$ cat src/rtl/piso_serializer.sv
// Parallel-in, serial-out transmitter: valid/ready word in, MSB-first bit stream out.
// Optional macro PISO_PARITY_EN appends an even-parity bit to each frame.
module piso_serializer #(
  parameter int unsigned WIDTH = 4
) (
  input  logic             clk,
  input  logic             reset,
  input  logic [WIDTH-1:0] data_i,
  input  logic             valid_i,
  output logic             ready_o,
  output logic             x_o,
  output logic             x_valid_o,
  output logic             last_o
);

`ifdef PISO_PARITY_EN
  localparam int unsigned FRAME = WIDTH + 1;
`else
  localparam int unsigned FRAME = WIDTH;
`endif
  localparam int unsigned CW = $clog2(WIDTH + 2);
  localparam logic [CW-1:0] CNT_LOAD = CW'(FRAME - 1);
  localparam logic [CW-1:0] CNT_ONE  = CW'(1);

  typedef enum logic {IDLE, SHIFT} state_t;

  state_t           state, state_nxt;
  logic [CW-1:0]    cnt, cnt_nxt;
  logic [FRAME-1:0] sreg, sreg_nxt;
  logic [FRAME-1:0] frame_word;
  logic             x_nxt, x_valid_nxt, last_nxt;
  logic             accept;

`ifdef PISO_PARITY_EN
  assign frame_word = {data_i, ^data_i};
`else
  assign frame_word = data_i;
`endif

  assign ready_o = !reset && (state == IDLE || last_o);
  assign accept  = valid_i && ready_o;

  always_ff @(posedge clk or posedge reset) begin
    if (reset) state <= IDLE;
    else       state <= state_nxt;
  end

  // The first bit goes straight to x_o at accept, so the register holds only the remaining bits.
  always_comb begin
    state_nxt   = state;
    cnt_nxt     = '0;
    sreg_nxt    = '0;
    x_nxt       = 1'b0;
    x_valid_nxt = 1'b0;
    last_nxt    = 1'b0;
    if (accept) begin
      state_nxt   = SHIFT;
      cnt_nxt     = CNT_LOAD;
      sreg_nxt    = {frame_word[FRAME-2:0], 1'b0};
      x_nxt       = frame_word[FRAME-1];
      x_valid_nxt = 1'b1;
      last_nxt    = (CNT_LOAD == '0);
    end else if (state == SHIFT) begin
      if (last_o) begin
        state_nxt = IDLE;
      end else begin
        cnt_nxt     = cnt - CNT_ONE;
        sreg_nxt    = {sreg[FRAME-2:0], 1'b0};
        x_nxt       = sreg[FRAME-1];
        x_valid_nxt = 1'b1;
        last_nxt    = (cnt == CNT_ONE);
      end
    end
  end

  always_ff @(posedge clk or posedge reset) begin
    if (reset) begin
      cnt       <= '0;
      sreg      <= '0;
      x_o       <= 1'b0;
      x_valid_o <= 1'b0;
      last_o    <= 1'b0;
    end else begin
      cnt       <= cnt_nxt;
      sreg      <= sreg_nxt;
      x_o       <= x_nxt;
      x_valid_o <= x_valid_nxt;
      last_o    <= last_nxt;
    end
  end

endmodule

$ cat config.mk
export PLATFORM = sky130hd
export DESIGN_NAME = piso_serializer
export DESIGN_NICKNAME = d
export VERILOG_FILES = /design/src/rtl/piso_serializer.sv
export SDC_FILE = /design/constraint.sdc
export NUM_CORES = 1
export LEC_CHECK = 0
export BUFFER_PORTS_ARGS = -buffer_cell sky130_fd_sc_hd__buf_2
export CAP_MARGIN = 20
export CORE_AREA = 8 8 45 47
export DETAILED_ROUTE_END_ITERATION = 8
export DIE_AREA = 0 0 53 55
export PLACE_DENSITY = 0.61
export SLEW_MARGIN = 10
export SYNTH_ARGS = -nofsm -noshare
export SYNTH_HDL_FRONTEND = slang
export SYNTH_SLANG_ARGS = --single-unit
$ cat constraint.sdc
create_clock -name clk -period 1.1 [get_ports clk]
set_input_delay 0.055 -clock clk [delete_from_list [all_inputs] [get_ports clk]]
set_output_delay 0.055 -clock clk [all_outputs]
set_load 0.03 [all_outputs]
# Yosys cells after proc, flatten, opt, wreduce, memory -nomap -nowiden
# Index checks and enable logic that the tools add are counted.
op_classes:
  n_reduce_logical: 4
  n_addsub: 1
  muxes: 15
  bitwise_logic: 1
  eq_ne: 1
ops:
  columns: ["cell", "count"]
  rows:
  - ["$mux W4", 3]
  - ["$mux W1", 9]
  - ["$mux W3", 3]
  - ["$eq A3 B1 Y1 const B", 1]
  - ["$sub A3 B1 Y3 const B", 1]
  - ["$logic_and A1 B1 Y1", 2]
  - ["$logic_not A1 Y1", 1]
  - ["$logic_or A1 B1 Y1", 1]
  - ["$not A1 Y1", 1]
word_totals:
  elab_cells: 27
  out_inout_bits: 4
  reg_bits: 10
  input_bits: 7

# Longest topological paths before layout
# Gate-level depths: netlist (run 1).
logic_depth:
  depth_word: 5
  ltp_mapped: 4
  ltp_nobuf: 4

# Worst setup path after synthesis (run 1)
# OpenSTA, ideal clock, no wires.
synth_timing:
  path_kind: "reg-to-reg"
  from: "register last_o"
  to: "register sreg[2]"
  stages_incl_launch_ff: 4
  synth_period_minus_slack_ps: 1166
  path_slack_ps: -66
  setup_ps: 120
  arrival_ps: 1046
  t_required_ps: 980
  n_path_buf: 1
  cell_sequence: "dfrtp_1 > nand2b_1 > buf_6 > a41o_1"
synth_between:
  elab_chain_len: 4
  word_cells_on_any_way: 6
  cone_classes: "3 x mux; 3 x reduce/logical"
synth_lines:
  columns: ["item", "line", "rtl"]
  rows:
  - ["start, declared", "13", "output logic last_o"]
  - ["start signal, assigned", "88", "last_o <= last_nxt;"]
  - ["$logic_or A1 B1 Y1", "40", "assign ready_o = !reset && (state == IDLE || last_o);"]
  - ["$logic_and A1 B1 Y1", "40", null]
  - ["$logic_and A1 B1 Y1", "41", "assign accept = valid_i && ready_o;"]
  - ["$mux W4 (*)", "56", "if (accept) begin"]
  - ["net sreg_nxt[2]", "29", "logic [FRAME-1:0] sreg, sreg_nxt;"]
  - ["end signal, assigned", "85", "sreg <= sreg_nxt;"]
  - ["end, declared", "29", null]
# Mark *: on every way through the listed nets, which the timed path passes. The rest lies on a longest branch.

# Worst setup path in the final report (run 1)
layout_timing:
  from: "register last_o"
  to: "output port ready_o"
layout_between:
  elab_chain_len: 2
layout_lines:
  columns: ["item", "line", "rtl"]
  rows:
  - ["$logic_or A1 B1 Y1", "40", null]
  - ["$logic_and A1 B1 Y1", "40", null]
  - ["end, declared", "10", "output logic ready_o,"]
# No other way between the ends.

==> flow_metrics.py, run 1 <==
metrics = {
    "timing": {
        "worst-slew-pin-transition_ns": 0.1809,
        "final.min_clock_period_ns": 1.120,
        "timing_hold_violations_final": 0,
        "finalSetupViolCount": 1,
        "max_slew_margin_pct": 87.90,
        "final-max-slew-violation-count": 0,
        "timing.clock.skew_ns": 0.0005635,
        "final.hold.worst_slack_ns": 0.07419,
        "final.period_utilization_pct": 101.8,
        "timing.final.ws_setup_ns": -0.01959,
        "setup_repair_after_global_routing_missed_its_margin": "yes",
        "fmaxAchievable_ghz": 0.8932,
    },
    "min_path": {
        "hold_path.class": "input port to flip-flop",
    },
    "pwr": {
        "cellLeakagePower_nw": 0.3135,
        "p_int_mw": 0.9147,
        "power.density_cell_area_nw_per_um2": 2563,
        "sequentialPowerShare_pct": 36.2,
        "irDropWorstVdd_v": 0.0009241,
        "sw_frac_of_total_pct": 36.04,
        "combinational_power_share_pct": 46.7,
        "power_switching_mw": 0.5154,
        "clkPwrFrac_pct": 17.1,
        "fin_total_pwr_mw": 1.430,
    },
    "routing": {
        "overall_via_count_from_detail_route": 291,
        "met3_length_um": 89,
        "detail_route.wl_per_cell_um": 11.41,
        "top_signal_layer_used": "met3",
        "met1Wirelength_um": 336,
        "drt_first_iter_violations": 2,
        "routed_wl_um": 753,
        "detail_route.vias_per_cell": 4.409,
        "antenna_left": 0,
        "drt_pass1_iterations": 2,
        "met2_wirelength_um": 327,
        "drc_errors": 0,
    },
    "worst_setup_path": {
        "cp.required_ns": 1.04,
        "worst-r2r-setup-slack_ns": 0.04,
        "cp_data_arrival_time_ns": 1.06,
        "r2r_start": "last_o",
        "r2r-end": "x_o",
        "crit_path_end_kind": "output port",
        "timing.reg2reg.worst_path_depth": 3,
        "cp-start-kind": "flip-flop",
        "worstSetupEndpoint": "ready_o",
        "setup.worst_path.start": "last_o",
        "worstPathMaxFanout": 2,
        "worstSetupPathType": "flip-flop to output port",
    },
    "finish": {
        "post_route_cells_drive_above_1_share_pct": 48.00,
        "layout.cells.most_common_list": "sky130_fd_sc_hd__buf_2 (9), sky130_fd_sc_hd__dfrtp_1 (8), sky130_fd_sc_hd__buf_4 (4)",
        "layout.cells.most_common": "sky130_fd_sc_hd__buf_2",
        "num_antenna_cells": 0,
        "nets": 60,
        "flow.area_growth_from_synthesis_pct": 37.23,
    },
    "synthesis": {
        "synth_top_family_by_area": "simple AND/OR/NAND/NOR gates",
        "postSynthNetCount": 40,
        "seq_area_frac_synth_pct": 55.38,
        "synth_area_um2": 406.6,
        "synth-adder-area-share_pct": 6.154,
        "post_synthesis_compound_gate_area_fraction_pct": 7.385,
        "post_synth_and_or_nand_nor_area_fraction_pct": 18.46,
        "post_synth.cell_area_avg_um2": 13.12,
        "syn-instance-count": 31,
        "syn_warnings": 0,
        "ys_ff_latch": 9,
        "muxShareOfSynthArea_pct": 4.923,
        "synthXorXnorAreaFrac_pct": 2.154,
        "synthDistinctLibCells": 14,
    },
    "floorplanning": {
        "die_height_um": 55,
        "ioPinCount": 11,
        "die_w_um": 53,
        "core.rowCount": 14,
        "area_enclosed_by_the_die_boundary_um2": 2915,
        "core-area_um2": 1384,
        "effective_utilization_at_floorplan_pct": 29.39,
    },
    "status": {
        "violations": "negative setup slack",
        "status": "complete, but fails checks",
    },
    "global_routing": {
        "grt-ovfl-total": 0,
        "grt_start_max_net_pins": 10,
        "first_global_vias": 296,
        "globalRouteTotalUtil_pct": 6.284,
        "grt_pass1_wl_mm": 1.276,
        "grt_antenna_before_repair": 0,
    },
    "clock_network": {
        "worst_setup_hold_path_clk_slew_ns": 0.06,
        "cts_tree": "yes",
        "clock_h_tree_levels": 1,
        "clock_tree.buffer_depth": 2,
        "root_buffer": "sky130_fd_sc_hd__clkbuf_4",
        "clk_latency_ns": 0.25,
        "clkSinkCount": 9,
        "number_of_buffers_created_by_cts": 3,
    },
    "place": {
        "gp_routability_congestion": 0.6716,
        "dpl.hpwl_um": 548.6,
        "numPortBuffers": 10,
        "preCtsSetupSlack_ns": 0.07634,
    },
    "run": {
        "timing.max_cap.violations": 0,
    },
}
==> routing by layer <==
metal,global-route usage [%],vias to the layer above
met4,5.172,0
li1,-,152
met5,0,-
met3,3.476,0
met1,6.542,129
met2,9.180,10
==> metrics by stage <==
stage                     instance area (µm²)  instances  setup TNS (ns)  utilization, %
after floorplan                         415.4         31               0               -
after global placement                  489.2         58               0           35.35
after detailed placement                489.2         58               0           35.35
after CTS                               558.0         66        -0.03267           40.33
after global routing                    558.0         66        -0.06542           40.33
final                                   558.0         66        -0.01959           40.33
==> registers in the layout (all words and copies together) (netlist names) <==
signal and cells:
x_valid_o 1, x_o 1, last_o 1, cnt 3
sreg 3
==> power by group through the flow <==
stage	Sequential (mW)	Combinational, mW	Clock, mW
after global routing	0.531	0.742	0.279
after global placement	0.528	0.570	0
after floorplan	0.609	0.403	0
final	0.518	0.668	0.245
after CTS	0.520	0.677	0.260
after detailed placement	0.535	0.572	0
==> Yosys cell counts <==
master	instances	area, µm²
sky130_fd_sc_hd__dfrtp_1	9	225.2
sky130_fd_sc_hd__nand2_1	1	3.750
sky130_fd_sc_hd__nor3b_1	1	7.510
sky130_fd_sc_hd__mux2i_1	2	20.02
sky130_fd_sc_hd__and2_2	1	7.510
sky130_fd_sc_hd__inv_1	3	11.26
sky130_fd_sc_hd__a41o_1	3	30.03
sky130_fd_sc_hd__ha_1	2	25.02
sky130_fd_sc_hd__xnor2_1	1	8.760
sky130_fd_sc_hd__and4_2	1	10.01
sky130_fd_sc_hd__buf_6	1	11.26
sky130_fd_sc_hd__nor2_1	1	3.750
sky130_fd_sc_hd__nand2b_1	2	12.51
sky130_fd_sc_hd__and3b_2	3	30.03
==> logic make-up after synthesis <==
| group | count (synthesis) |
|---|---|
| compound gates | 3 |
| xor+xnor | 1 |
| fa+ha+maj | 2 |
| buf+inv | 4 |
| flops | 9 |
| mux | 2 |
| simple gates | 10 |
==> critical path: stages (launching register included) <==
cell,delay (ns)
sky130_fd_sc_hd__dfrtp_2,0.40
sky130_fd_sc_hd__nand2b_4,0.14
sky130_fd_sc_hd__and2_4,0.15
sky130_fd_sc_hd__buf_6,0.13
==> what timing repair did <==
action / in CTS / in global routing
gates resized for setup: 3 / 0
setup buffers: 2 / 0
pin swaps: 0 / 0
hold buffers: 2 / 0
endpoints found under the hold margin: 4 / 0
cloned: 0 / 0
setup endpoints to repair: 1 / 1
==> final cells by class <==
cell class	instances	area, µm²
Inverter	3	11.26
Sequential cell	9	226.5
Tap cell	16	20.02
Multi-Input combinational cell	18	167.7
Clock buffer	4	26.28
Fill cell	136	825.8
Timing Repair Buffer	16	106.4
==> worst min-delay path by stage <==
stage | to | slack, ns | cells after the start | startpoint
2_1_floorplan | cnt[0] | -0.08 | 1 | reset
3_3_place_gp | x_valid_o | 0.03 | 2 | reset
3_5_place_dp | x_valid_o | 0.02 | 2 | reset
4_1_cts | sreg[2] | 0.07 | 2 | data_i[1]
5_1_grt | sreg[2] | 0.07 | 2 | data_i[1]
6_report | sreg[3] | 0.07 | 2 | data_i[2]
Power figures use the tool's default switching activity.
==> inputs of run 2 (changes only) <==
Settings changed: CELL_PAD_IN_SITES_DETAIL_PLACEMENT set to 0, CELL_PAD_IN_SITES_GLOBAL_PLACEMENT set to 1, PLACE_DENSITY 0.61 to 0.71.
==> run 2 against run 1 <==
  * The flow still finishes with violations (negative setup slack)
  * First-iteration DRC count down 50%
  * Highest routed layer is now met4
  * Sequential power is 1% higher
  * Critical path type unchanged
  * Sequential cell count did not move
  * Register-to-register slack hardly changed
==> flow_metrics.py, run 2 (synthesized netlist as in run 1, its figures left out) <==
metrics = {
    "timing": {
        "fmaxAchievable_ghz": 0.8833,
        "timing.final.ws_setup_ns": -0.03218,
        "finalSetupViolCount": 1,
        "final-max-slew-violation-count": 0,
        "worst-slew-pin-transition_ns": 0.1863,
        "timing.clock.skew_ns": 0.0005250,
        "timing_hold_violations_final": 0,
        "final.period_utilization_pct": 102.9,
        "final.min_clock_period_ns": 1.132,
        "setup_repair_after_global_routing_missed_its_margin": "yes",
        "max_slew_margin_pct": 87.58,
    },
    "finish": {
        "count_of_placed_standard_cells_in_the_final_layout_fillers_left_out": 66,
        "biggestRegsByFlops": "cnt: 3 flops, sreg: 3 flops",
        "nets": 60,
        "fillCellCount": 135,
        "layout.cells.most_common_list": "sky130_fd_sc_hd__buf_2 (9), sky130_fd_sc_hd__dfrtp_1 (8), sky130_fd_sc_hd__buf_4 (4)",
        "post_route_cells_drive_above_1_share_pct": 48.00,
        "flow.area_growth_from_synthesis_pct": 37.85,
        "num_antenna_cells": 0,
        "layout.cells.most_common": "sky130_fd_sc_hd__buf_2",
    },
    "place": {
        "post-place-cells": 58,
        "numPortBuffers": 10,
        "gp_routability_congestion": 0.7081,
    },
    "global_routing": {
        "globalRouteTotalUtil_pct": 6.608,
        "grt_pass1_wl_mm": 1.317,
        "grt_antenna_before_repair": 0,
        "grt_start_max_net_pins": 10,
        "first_global_vias": 329,
        "grt-ovfl-total": 0,
    },
    "routing": {
        "detail_route.vias_per_cell": 4.652,
        "met1Wirelength_um": 342,
        "top_signal_layer_used": "met4",
        "drt_first_iter_violations": 1,
        "routed_wl_um": 835,
        "overall_via_count_from_detail_route": 307,
        "detail_route.wl_per_cell_um": 12.65,
        "drc_errors": 0,
        "antenna_left": 0,
        "met3_length_um": 110,
        "met2_wirelength_um": 351,
        "drt_pass1_iterations": 2,
    },
    "pwr": {
        "irDropWorstVdd_v": 0.0008642,
        "p_int_mw": 0.9153,
        "sequentialPowerShare_pct": 36.2,
        "fin_total_pwr_mw": 1.448,
        "power.density_cell_area_nw_per_um2": 2582,
        "cellLeakagePower_nw": 0.3224,
        "power_switching_mw": 0.5322,
        "combinational_power_share_pct": 46.3,
        "sw_frac_of_total_pct": 36.77,
        "clkPwrFrac_pct": 17.5,
    },
    "worst_setup_path": {
        "cp.required_ns": 1.04,
        "crit_path_end_kind": "output port",
        "timing.reg2reg.worst_path_depth": 3,
        "worstPathMaxFanout": 2,
        "worstSetupPathType": "flip-flop to output port",
        "cp_data_arrival_time_ns": 1.08,
        "cp-start-kind": "flip-flop",
    },
    "clock_network": {
        "cts_tree": "yes",
        "clk_latency_ns": 0.26,
        "clock_h_tree_levels": 1,
        "number_of_buffers_created_by_cts": 3,
        "root_buffer": "sky130_fd_sc_hd__clkbuf_4",
        "worst_setup_hold_path_clk_slew_ns": 0.06,
        "clkSinkCount": 9,
        "clock_tree.buffer_depth": 2,
    },
    "floorplanning": {
        "core.rowCount": 14,
        "area_enclosed_by_the_die_boundary_um2": 2915,
        "core-area_um2": 1384,
        "die_w_um": 53,
        "ioPinCount": 11,
        "effective_utilization_at_floorplan_pct": 29.39,
        "die_height_um": 55,
    },
    "min_path": {
        "worst_hold_path.num_cells": 2,
        "hold_path.class": "input port to flip-flop",
    },
    "status": {
        "violations": "negative setup slack",
        "status": "complete, but fails checks",
    },
    "run": {
        "timing.max_cap.violations": 0,
    },
}
## run 2: cell count changes in the layout (fill, tap and decap cells not counted)
cell	delta
sky130_fd_sc_hd__dlygate4sd3_1	-1
sky130_fd_sc_hd__dlymetal6s4s_1	+1
## run 2: final timing paths
check | slack (ns) | startpoint | to
worst min register to register | 0.47 | cnt[2] | last_o
worst max-delay path | -0.03 | last_o | ready_o
max in group asynchronous | 0.41 | reset | sreg[3]
min in group asynchronous | 0.12 | reset | cnt[0]
worst max register to register | 0.05 | last_o | sreg[3]
worst min-delay path | 0.05 | data_i[3] | x_o
## run 2: timing repair
item,CTS,global route
hold buffers,1,1
gates resized for setup,3,1
hold endpoints to repair,9,2
endpoints found under the setup margin,1,2
setup buffers,2,0
## run 2: routing by layer
metal	vias up	GRT usage, %
met4	0	6.466
met5	-	0
met3	4	4.278
li1	150	-
met1	141	6.366
met2	12	9.375
## run 2: area by class of cell
type,count,area (µm²),area share (%)
Clock buffer,4,26.28,4.687
Inverter,3,11.26,2.009
Multi-Input combinational cell,18,167.7,29.91
Sequential cell,9,226.5,40.40
Tap cell,16,20.02,3.571
Timing Repair Buffer,16,108.9,19.42
## run 2: power by group through the flow
stage	combinational [mW]	clock, mW	sequential [mW]
final	0.670	0.254	0.524
after global routing	0.729	0.276	0.543
after CTS	0.677	0.264	0.523
after detailed placement	0.575	0	0.535
after global placement	0.576	0	0.528
after floorplan	0.403	0	0.609
## run 2: metrics by stage
step | util (%) | TNS (ns) | hold WS [ns] | setup WS [ns] | cell area [µm²]
floorplan | - | 0 | -0.08301 | 0.0001452 | 415.4
CTS | 39.60 | -0.04477 | 0.04682 | -0.03957 | 548.0
global route | 40.51 | -0.06662 | 0.05921 | -0.06662 | 560.5
finish | 40.51 | -0.03218 | 0.05278 | -0.03218 | 560.5
global placement | 35.35 | 0 | -0.01000 | 0.08667 | 489.2
detailed placement | 35.35 | 0 | -0.006206 | 0.07456 | 489.2
## run 2: worst max-delay path: stages, from the launching register on
cell                       delay, ns
sky130_fd_sc_hd__dfrtp_2        0.40
sky130_fd_sc_hd__nand2b_4       0.14
sky130_fd_sc_hd__and2_4         0.15
sky130_fd_sc_hd__buf_6          0.13
